File: config.mk
export PLATFORM = sky130hd
export DESIGN_NAME = ram_bist_ctrl
export DESIGN_NICKNAME = d
export VERILOG_FILES = /design/src/rtl/ram_bist_ctrl.sv
export SDC_FILE = /design/constraint.sdc
export NUM_CORES = 1
export LEC_CHECK = 0
export ABC_AREA = 1
export CORE_AREA = 10 10 78 80
export CTS_CLUSTER_SIZE = 16
export DETAILED_ROUTE_END_ITERATION = 6
export DIE_AREA = 0 0 88 90
export GPL_TIMING_DRIVEN = 0
export PLACE_DENSITY = 0.77
export SYNTH_ARGS = -nofsm -noshare
export SYNTH_HDL_FRONTEND = slang
export SYNTH_SLANG_ARGS = --single-unit
File: constraint.sdc
create_clock -name i_clk -period 1.5 [get_ports i_clk]
set_input_delay 0.15 -clock i_clk [delete_from_list [all_inputs] [get_ports i_clk]]
set_output_delay 0.15 -clock i_clk [all_outputs]
set_load 0.03 [all_outputs]
File: src/rtl/ram_bist_ctrl.sv
// ram_bist_ctrl: write/readback BIST sequencer for a single-port RAM.
// Writes a selectable pattern to every address, reads it back and reports mismatch statistics.
module ram_bist_ctrl #(
  parameter int ADDR_W = 4,
  parameter int DATA_W = 4,
  parameter int RD_LAT = 1
) (
  input  logic              i_clk,
  input  logic              i_rst_n,
  input  logic              i_start,
  input  logic [1:0]        i_pattern,
  input  logic [DATA_W-1:0] i_fill_val,
  output logic              o_we,
  output logic [ADDR_W-1:0] o_addr,
  output logic [DATA_W-1:0] o_din,
  input  logic [DATA_W-1:0] i_dout,
  output logic              o_busy,
  output logic              o_done,
  output logic              o_pass,
  output logic [ADDR_W:0]   o_err_cnt,
  output logic [ADDR_W-1:0] o_first_err_addr
);

  localparam int DEPTH   = 2 ** ADDR_W;
  localparam int DL_N    = (RD_LAT == 0) ? 1 : RD_LAT;
  localparam int DL_LAST = (RD_LAT == 0) ? 0 : RD_LAT - 1;
  localparam logic [ADDR_W-1:0] ADDR_LAST  = ADDR_W'(DEPTH - 1);
  localparam logic [ADDR_W-1:0] ADDR_ONE   = ADDR_W'(1);
  localparam logic [1:0]        DRAIN_LAST = 2'(DL_LAST);

  typedef enum logic [2:0] {
    S_IDLE  = 3'd0,
    S_WRITE = 3'd1,
    S_READ  = 3'd2,
    S_DRAIN = 3'd3,
    S_DONE  = 3'd4
  } state_t;

  // Checkerboard puts 1s on even bit positions for even addresses, odd positions for odd ones.
  function automatic logic [DATA_W-1:0] f_pattern(input logic [1:0]        pat,
                                                  input logic [DATA_W-1:0] fill,
                                                  input logic [ADDR_W-1:0] a);
    logic [DATA_W-1:0] v;
    v = {DATA_W{1'b0}};
    case (pat)
      2'd0:    v = DATA_W'(a);
      2'd1:    v = ~DATA_W'(a);
      2'd2:    v = fill;
      2'd3:    for (int i = 0; i < DATA_W; i++) v[i] = (a[0] == i[0]);
      default: v = {DATA_W{1'b0}};
    endcase
    return v;
  endfunction

  state_t              r_state;
  logic [1:0]          r_pat;
  logic [DATA_W-1:0]   r_fill;
  logic [1:0]          r_drain_cnt;
  logic                r_dl_vld  [DL_N];
  logic [ADDR_W-1:0]   r_dl_addr [DL_N];
  logic [DATA_W-1:0]   r_dl_exp  [DL_N];

  logic                w_in_vld;
  logic [ADDR_W-1:0]   w_in_addr;
  logic [DATA_W-1:0]   w_in_exp;
  logic                w_cmp_vld;
  logic [ADDR_W-1:0]   w_cmp_addr;
  logic [DATA_W-1:0]   w_cmp_exp;
  logic                w_mismatch;
  logic [ADDR_W:0]     w_err_cnt_nxt;
  logic [ADDR_W-1:0]   w_first_nxt;

  // Compare the entry emerging from the delay line against the RAM read data.
  always_comb begin
    w_in_vld   = (r_state == S_READ);
    w_in_addr  = o_addr;
    w_in_exp   = f_pattern(r_pat, r_fill, o_addr);
    if (RD_LAT == 0) begin
      w_cmp_vld  = w_in_vld;
      w_cmp_addr = w_in_addr;
      w_cmp_exp  = w_in_exp;
    end else begin
      w_cmp_vld  = r_dl_vld[DL_LAST];
      w_cmp_addr = r_dl_addr[DL_LAST];
      w_cmp_exp  = r_dl_exp[DL_LAST];
    end
    w_mismatch    = w_cmp_vld && (i_dout != w_cmp_exp);
    w_err_cnt_nxt = o_err_cnt + {{ADDR_W{1'b0}}, w_mismatch};
    if (w_mismatch && (o_err_cnt == {(ADDR_W+1){1'b0}})) begin
      w_first_nxt = w_cmp_addr;
    end else begin
      w_first_nxt = o_first_err_addr;
    end
  end

  // Expected-data delay line, matched to the RAM read latency.
  always_ff @(posedge i_clk or negedge i_rst_n) begin
    if (!i_rst_n) begin
      for (int i = 0; i < DL_N; i++) begin
        r_dl_vld[i]  <= 1'b0;
        r_dl_addr[i] <= {ADDR_W{1'b0}};
        r_dl_exp[i]  <= {DATA_W{1'b0}};
      end
    end else begin
      r_dl_vld[0]  <= w_in_vld;
      r_dl_addr[0] <= w_in_addr;
      r_dl_exp[0]  <= w_in_exp;
      for (int i = 1; i < DL_N; i++) begin
        r_dl_vld[i]  <= r_dl_vld[i-1];
        r_dl_addr[i] <= r_dl_addr[i-1];
        r_dl_exp[i]  <= r_dl_exp[i-1];
      end
    end
  end

  // Test sequencer with registered RAM controls and result outputs.
  always_ff @(posedge i_clk or negedge i_rst_n) begin
    if (!i_rst_n) begin
      r_state          <= S_IDLE;
      r_pat            <= 2'd0;
      r_fill           <= {DATA_W{1'b0}};
      r_drain_cnt      <= 2'd0;
      o_we             <= 1'b0;
      o_addr           <= {ADDR_W{1'b0}};
      o_din            <= {DATA_W{1'b0}};
      o_busy           <= 1'b0;
      o_done           <= 1'b0;
      o_pass           <= 1'b0;
      o_err_cnt        <= {(ADDR_W+1){1'b0}};
      o_first_err_addr <= {ADDR_W{1'b0}};
    end else begin
      o_done           <= 1'b0;
      o_err_cnt        <= w_err_cnt_nxt;
      o_first_err_addr <= w_first_nxt;
      case (r_state)
        S_IDLE: begin
          o_we <= 1'b0;
          if (i_start) begin
            r_pat            <= i_pattern;
            r_fill           <= i_fill_val;
            o_err_cnt        <= {(ADDR_W+1){1'b0}};
            o_first_err_addr <= {ADDR_W{1'b0}};
            o_pass           <= 1'b0;
            o_busy           <= 1'b1;
            o_we             <= 1'b1;
            o_addr           <= {ADDR_W{1'b0}};
            o_din            <= f_pattern(i_pattern, i_fill_val, {ADDR_W{1'b0}});
            r_state          <= S_WRITE;
          end
        end
        S_WRITE: begin
          if (o_addr == ADDR_LAST) begin
            o_we    <= 1'b0;
            o_addr  <= {ADDR_W{1'b0}};
            o_din   <= {DATA_W{1'b0}};
            r_state <= S_READ;
          end else begin
            o_addr <= o_addr + ADDR_ONE;
            o_din  <= f_pattern(r_pat, r_fill, o_addr + ADDR_ONE);
          end
        end
        S_READ: begin
          if (o_addr == ADDR_LAST) begin
            r_drain_cnt <= 2'd0;
            if (RD_LAT == 0) begin
              o_done  <= 1'b1;
              o_pass  <= (w_err_cnt_nxt == {(ADDR_W+1){1'b0}});
              r_state <= S_DONE;
            end else begin
              r_state <= S_DRAIN;
            end
          end else begin
            o_addr <= o_addr + ADDR_ONE;
          end
        end
        S_DRAIN: begin
          if (r_drain_cnt == DRAIN_LAST) begin
            o_done  <= 1'b1;
            o_pass  <= (w_err_cnt_nxt == {(ADDR_W+1){1'b0}});
            r_state <= S_DONE;
          end else begin
            r_drain_cnt <= r_drain_cnt + 2'd1;
          end
        end
        S_DONE: begin
          o_busy  <= 1'b0;
          r_state <= S_IDLE;
        end
        default: begin
          o_we    <= 1'b0;
          o_busy  <= 1'b0;
          r_state <= S_IDLE;
        end
      endcase
    end
  end

endmodule

# Yosys cells after proc, flatten, opt, wreduce, memory -nomap -nowiden
# Cells that the tools add are included.
classes:
  add_sub_neg: 3
  n_shift: 0
  reduce_logical: 22
  muxes: 33
  order_cmp: 0
  eq_ne: 18
  bitwise_logic: 6
  multipliers: 0
  div: 0
ops:
  columns: ["op", "n"]
  rows:
  - ["$pmux 4 s4", 3]
  - ["$mux 4", 8]
  - ["$mux 3", 4]
  - ["$pmux 3 s4", 1]
  - ["$pmux 4 s3", 1]
  - ["$logic_not 5->1", 2]
  - ["$mux 5", 2]
  - ["$ne 2x2->1 const B", 5]
  - ["$reduce_and 3->1", 3]
  - ["$eq 2x2->1 const B", 4]
  - ["$not 4->4", 2]
  - ["$pmux 4 s2", 1]
  - ["$reduce_and 2->1", 4]
  - ["$mux 1", 7]
  - ["$eq 3x2->1 const B", 2]
  - ["$logic_not 2->1", 3]
  - ["$reduce_bool 2->1", 3]
  - ["$reduce_or 3->1", 2]
  - ["$add 5x1->5", 1]
  - ["$add 4x1->4 const B", 1]
  - ["$eq 2x1->1 const B", 2]
  - ["$eq 4x4->1 const B", 1]
  - ["$mux 2", 2]
  - ["$ne 4x4->1", 1]
  - ["12 further kinds", 17]
word_totals:
  n_memories: 0
  elab_cells: 97
  latchBits: 0
  register_bits: 41
  input_bits: 13
  ram_bits: 0
  output_inout_bits: 21
  rom_bits: 0

# Longest topological paths before layout
logic_depth:
  ltp_word: 6
  depth_mapped: 12
  ltp_nobuf: 12

# Worst setup path before layout
# No wires, ideal clock.
synth_timing:
  path_kind: "reg2reg"
  from: "register r_dl_exp[0] in the netlist's numbering"
  to: "register o_pass"
  required_time_ps: 1383
  path_buffers: 0
  slack_ps: -106
  arrival_time_ps: 1489
  synth_period_minus_slack_ps: 1606
  stages_incl_launch_ff: 12
  setup_time_ps: 117
  path_cell_list: "dfrtp_1 -> nor2_1 -> nor2_1 -> nor2_1 -> a21boi_0 -> ha_1 -> ha_1 -> nand3_1 -> xor2_1 -> nor2_1 -> nand2_1 -> nand2_1"
synth_via:
  elab_chain_cells: 6
synth_lines:
  columns: ["item", "line", "text"]
  rows:
  - ["from (decl)", "61", "logic [DATA_W-1:0] r_dl_exp [DL_N];"]
  - ["from (signal, indexed assignment)", "102", "r_dl_exp[i] <= {DATA_W{1'b0}};"]
  - ["from (signal, indexed assignment)", "111", "r_dl_exp[i] <= r_dl_exp[i-1];"]
  - ["$ne 4x4->1", "87", "w_mismatch = w_cmp_vld && (i_dout != w_cmp_exp);"]
  - ["$logic_and 1x1->1", "87", null]
  - ["$add 5x1->5", "88", "w_err_cnt_nxt = o_err_cnt + {{ADDR_W{1'b0}}, w_mismatch};"]
  - ["$logic_not 5->1", "179", "o_pass <= (w_err_cnt_nxt == {(ADDR_W+1){1'b0}});"]
  - ["$mux 1", "177", "if (r_drain_cnt == DRAIN_LAST) begin"]
  - ["$pmux 1 s2", "135", "case (r_state)"]
  - ["to (signal assigned)", "167", "o_pass <= (w_err_cnt_nxt == {(ADDR_W+1){1'b0}});"]
  - ["to (signal assigned)", "179", null]
  - ["to (decl)", "19", "output logic o_pass,"]
# No other way between the ends. The select of a mux whose other input is x is not followed.
# A chain may end at the register's enable or synchronous reset.

# Final worst setup path
# Ends and elaborated chain as after synthesis.

==> Implementation_results.wiki <==
{| class="wikitable"
! Metric !! Value
|-
| Commonest non-fill, non-tap cell in the layout || nand2_1
|-
| Netlist area before placement || 0.00212 sq mm
|-
| Final period demand of the worst path || 1.70 ns
|-
| Post-detailed-placement cell area || 0.00253 sq mm
|-
| Number of unique standard cell types used by synthesis || 27
|-
| Worst vdd rail ir drop || 1100 uV
|-
| Number of H-tree branching levels || 2
|-
| Violations in the final reports || negative setup slack
|-
| Via count of the first global-routing pass || 1936
|-
| Unrepaired setup endpoints after global routing || yes
|-
| Detailed-router iteration count before antenna repair || 4
|-
| Wire length of the first global-routing pass || 8340 um
|-
| Overall Global Routing Usage || 12.8%
|-
| Count of cells along the worst register-to-register path || 11
|-
| Setup clock skew after layout || 0.00704 ns
|-
| Startpoint Class || register
|-
| Drt first-iter violations || 108
|-
| Largest driver fanout on the critical path || 2
|-
| Floorplan row count || 25
|-
| Element type at the critical path end || register
|-
| Signed area change from the synthesized netlist to the final layout || 31.5%
|-
| Gate power share || 52.7%
|-
| Cell types occupying the most area after synthesis || dfrtp_1 48%, nand2_1 13%, inv_1 8.9%
|-
| Relative contribution of sequential cells to total power || 32.1%
|-
| Max Clk Rate || 0.590 GHz
|-
| Yosys warning total || 0
|-
| Capture point of the worst path || o_pass
|-
| Antenna viol nets, final || 0
|-
| Die area || 0.00792 sq mm
|-
| Root buf cell || clkbuf_8
|-
| Critical path class || register to register
|-
| Switching component of the power || 2.71 mW
|-
| Initial antenna violation count || 0
|-
| Slew Viols, Final || 0
|-
| FF+latch count, synth || 41
|-
| Post-detailed-placement half-perimeter wirelength || 3590 um
|-
| Via density || 4.96
|-
| Sequential-to-total area share from yosys stat || 48.4%
|-
| Cts bufs inserted || 5
|-
| RR Startpoint || r_dl_exp[0]
|-
| Die outline width || 88 um
|-
| Part of the power in the clock network || 15.2%
|-
| Top cell type's share of synthesized area || 48.4%
|-
| Clock tree from TritonCTS || done
|-
| Largest net degree at the start of global routing || 42
|-
| Wire length per cell || 12.7 um
|-
| Global route overflow || 0
|-
| Top cell type by total area after synthesis || dfrtp_1
|-
| Fill cell total of the finished layout || 410
|-
| Final-stage net count || 342
|-
| Measured slew at the worst slew-check pin || 0.877 ns
|-
| Critical path startpoint || r_dl_exp[0]
|-
| Syn avg cell area || 7.62 sq um
|-
| CP required || 1.74 ns
|-
| Reg clk slew, reported paths || 0.08 ns
|-
| Final Util || 60.6%
|-
| Share of final-layout standard cells stronger than drive strength 1 || 14.7%
|-
| Relative slew margins || 41.5%
|-
| Leak Pwr || 1.60 nW
|-
| Sum of routed wire length over all layers || 4840 um
|-
| Commonest cells after routing, fill and taps aside || 76 x nand2_1, 48 x inv_1, 39 x dfrtp_1
|-
| Final Instance Area || 0.00279 sq mm
|-
| Count of pins on the block boundary || 34
|-
| Final estimated routing congestion in global placement || 0.891
|-
| Class of the tightest hold or removal check || input port to register
|-
| Final worst path period share || 113%
|-
| Diode insertion count for antenna repair || 0
|-
| Overall die height || 90 um
|-
| Gate count of the mapped netlist || 278
|-
| Data arrival time of the worst path || 1.93 ns
|-
| Result of the run || finished, violations left
|-
| Total vias in the final route || 1885
|-
| Starting density of the core || 46.1%
|-
| Internal || 3.28 mW
|-
| Total power per unit cell area || 2150 mW/mm^2
|-
| Final setup violation count || 3
|-
| Number of clock sinks seen by CTS || 41
|-
| Count of input and output buffers || 33
|-
| Number of hold violations in the final report || 0
|-
| Std-Cell Core Area || 0.00460 sq mm
|-
| Worst R2R End || o_pass
|-
| Worst reg2reg setup slack || -0.20 ns
|-
| Clock latency at the later pin of the worst-skew pair || 0.29 ns
|-
| Clock Path Buffers || 2
|-
| Total of max-cap violations || 0
|-
| Synthesized Nets || 295
|-
| Switching Fraction || 45.3%
|-
| DRC violation count after routing || 0
|-
| Minimum setup slack in the final design || -0.196 ns
|}
==> worst min-delay path by stage <==
stage	depth (start not counted)	startpoint	slack, ns	end
3_5_place_dp	1	i_rst_n	0.33	o_err_cnt[4]
3_3_place_gp	2	r_drain_cnt[1]	0.46	r_drain_cnt[1]
2_1_floorplan	0	i_rst_n	-0.15	o_addr[0]
6_report	3	i_fill_val[3]	0.43	r_fill[3]
5_1_grt	3	i_fill_val[3]	0.43	r_fill[3]
4_1_cts	3	i_fill_val[3]	0.42	r_fill[3]
==> power groups by stage <==
stage	clock [mW]	combinational, mW	sequential [mW]
floorplan	0	1.66	2.30
global placement	0	2.94	1.91
detailed placement	0	3.00	1.93
CTS	0.938	3.04	1.91
global route	0.984	3.56	1.98
finish	0.910	3.16	1.92
==> area by class of cell <==
class | instances | area (sq um) | share of cell area (%)
sequential | 41 | 1030 | 36.9
multi-input combinational | 179 | 960 | 34.4
timing repair buffer | 40 | 395 | 14.2
inverter | 56 | 210 | 7.54
clock buffer | 7 | 86.3 | 3.10
tap | 54 | 67.6 | 2.42
clock inverter | 1 | 30.0 | 1.08
buffer | 2 | 10.0 | 0.359
==> layer usage <==
metal	GRT usage, %	up-vias	part of all wire [%]	routed length (um)
met5	0	-	0	0
met2	21.1	46	49	2400
met1	14.1	870	44	2110
met3	5.05	6	5.6	272
li1	-	963	-	-
met4	5.45	0	1.3	61
==> synth_stat cells, drive strengths merged <==
| master | number |
|---|---|
| and3 | 1 |
| nor2 | 28 |
| xor2 | 2 |
| or2 | 2 |
| a21boi | 2 |
| a2bb2oi | 1 |
| a21o | 1 |
| buf | 2 |
| xnor2 | 2 |
| nand2 | 78 |
| nor3 | 1 |
| nand3 | 21 |
| ha | 4 |
| o21ai | 22 |
| nand4 | 6 |
| inv | 56 |
| dfrtp | 41 |
| a21oi | 6 |
| a32oi | 2 |
==> critical path, cell delays in order (launching register included) <==
cell      delay (ns)
dfrtp_1         0.38
nor2_1          0.09
nor2_1          0.05
nor2_1          0.16
a21boi_2        0.08
ha_2            0.21
ha_4            0.17
xnor2_2         0.16
nand3_1         0.11
nor3_2          0.11
nand2_1         0.06
nand2_1         0.05
==> cells by family (layout without fill, tap and decap cells) <==
logic type | after synthesis | in the layout | share of synthesized area (%)
flip-flops | 41 | 41 | 48.4
AO/OA/AOI/OAI | 34 | 34 | 8.91
adder cells (fa/ha/maj) | 4 | 4 | 2.36
XOR/XNOR | 4 | 4 | 1.65
buffers and inverters | 58 | 106 | 10.4
AND/OR/NAND/NOR | 137 | 137 | 28.3
==> metrics by stage <==
step	cells	total power, mW	setup TNS (ns)	setup WS (ns)	hold slack, ns
final	380	5.99	-0.410	-0.196	0.431
after global routing	380	6.52	-1.09	-0.378	0.425
after CTS	375	5.88	-0.343	-0.176	0.421
after detailed placement	365	4.93	-2.09	-0.507	0.326
after global placement	365	4.85	-30.43	-0.838	0.457
after floorplan	278	3.96	-0.0570	-0.0570	-0.146
==> registers in the layout (all words and copies together) (netlist names), 3 cells and up <==
name	count
o_err_cnt	5
o_addr	4
o_din	4
o_first_err_addr	4
r_dl_addr	4
r_dl_exp	4
r_fill	4
r_state	3
==> what timing repair did <==
| item | in CTS | in global routing |
|---|---|---|
| gates resized for setup | 14 | 19 |
| setup endpoints to repair | 16 | 27 |
| hold buffers | 1 | 0 |
| setup buffers | 1 | 5 |
| hold endpoints to repair | 9 | 0 |
| pin swaps | 4 | 3 |
(Power assumes the default switching activity.)
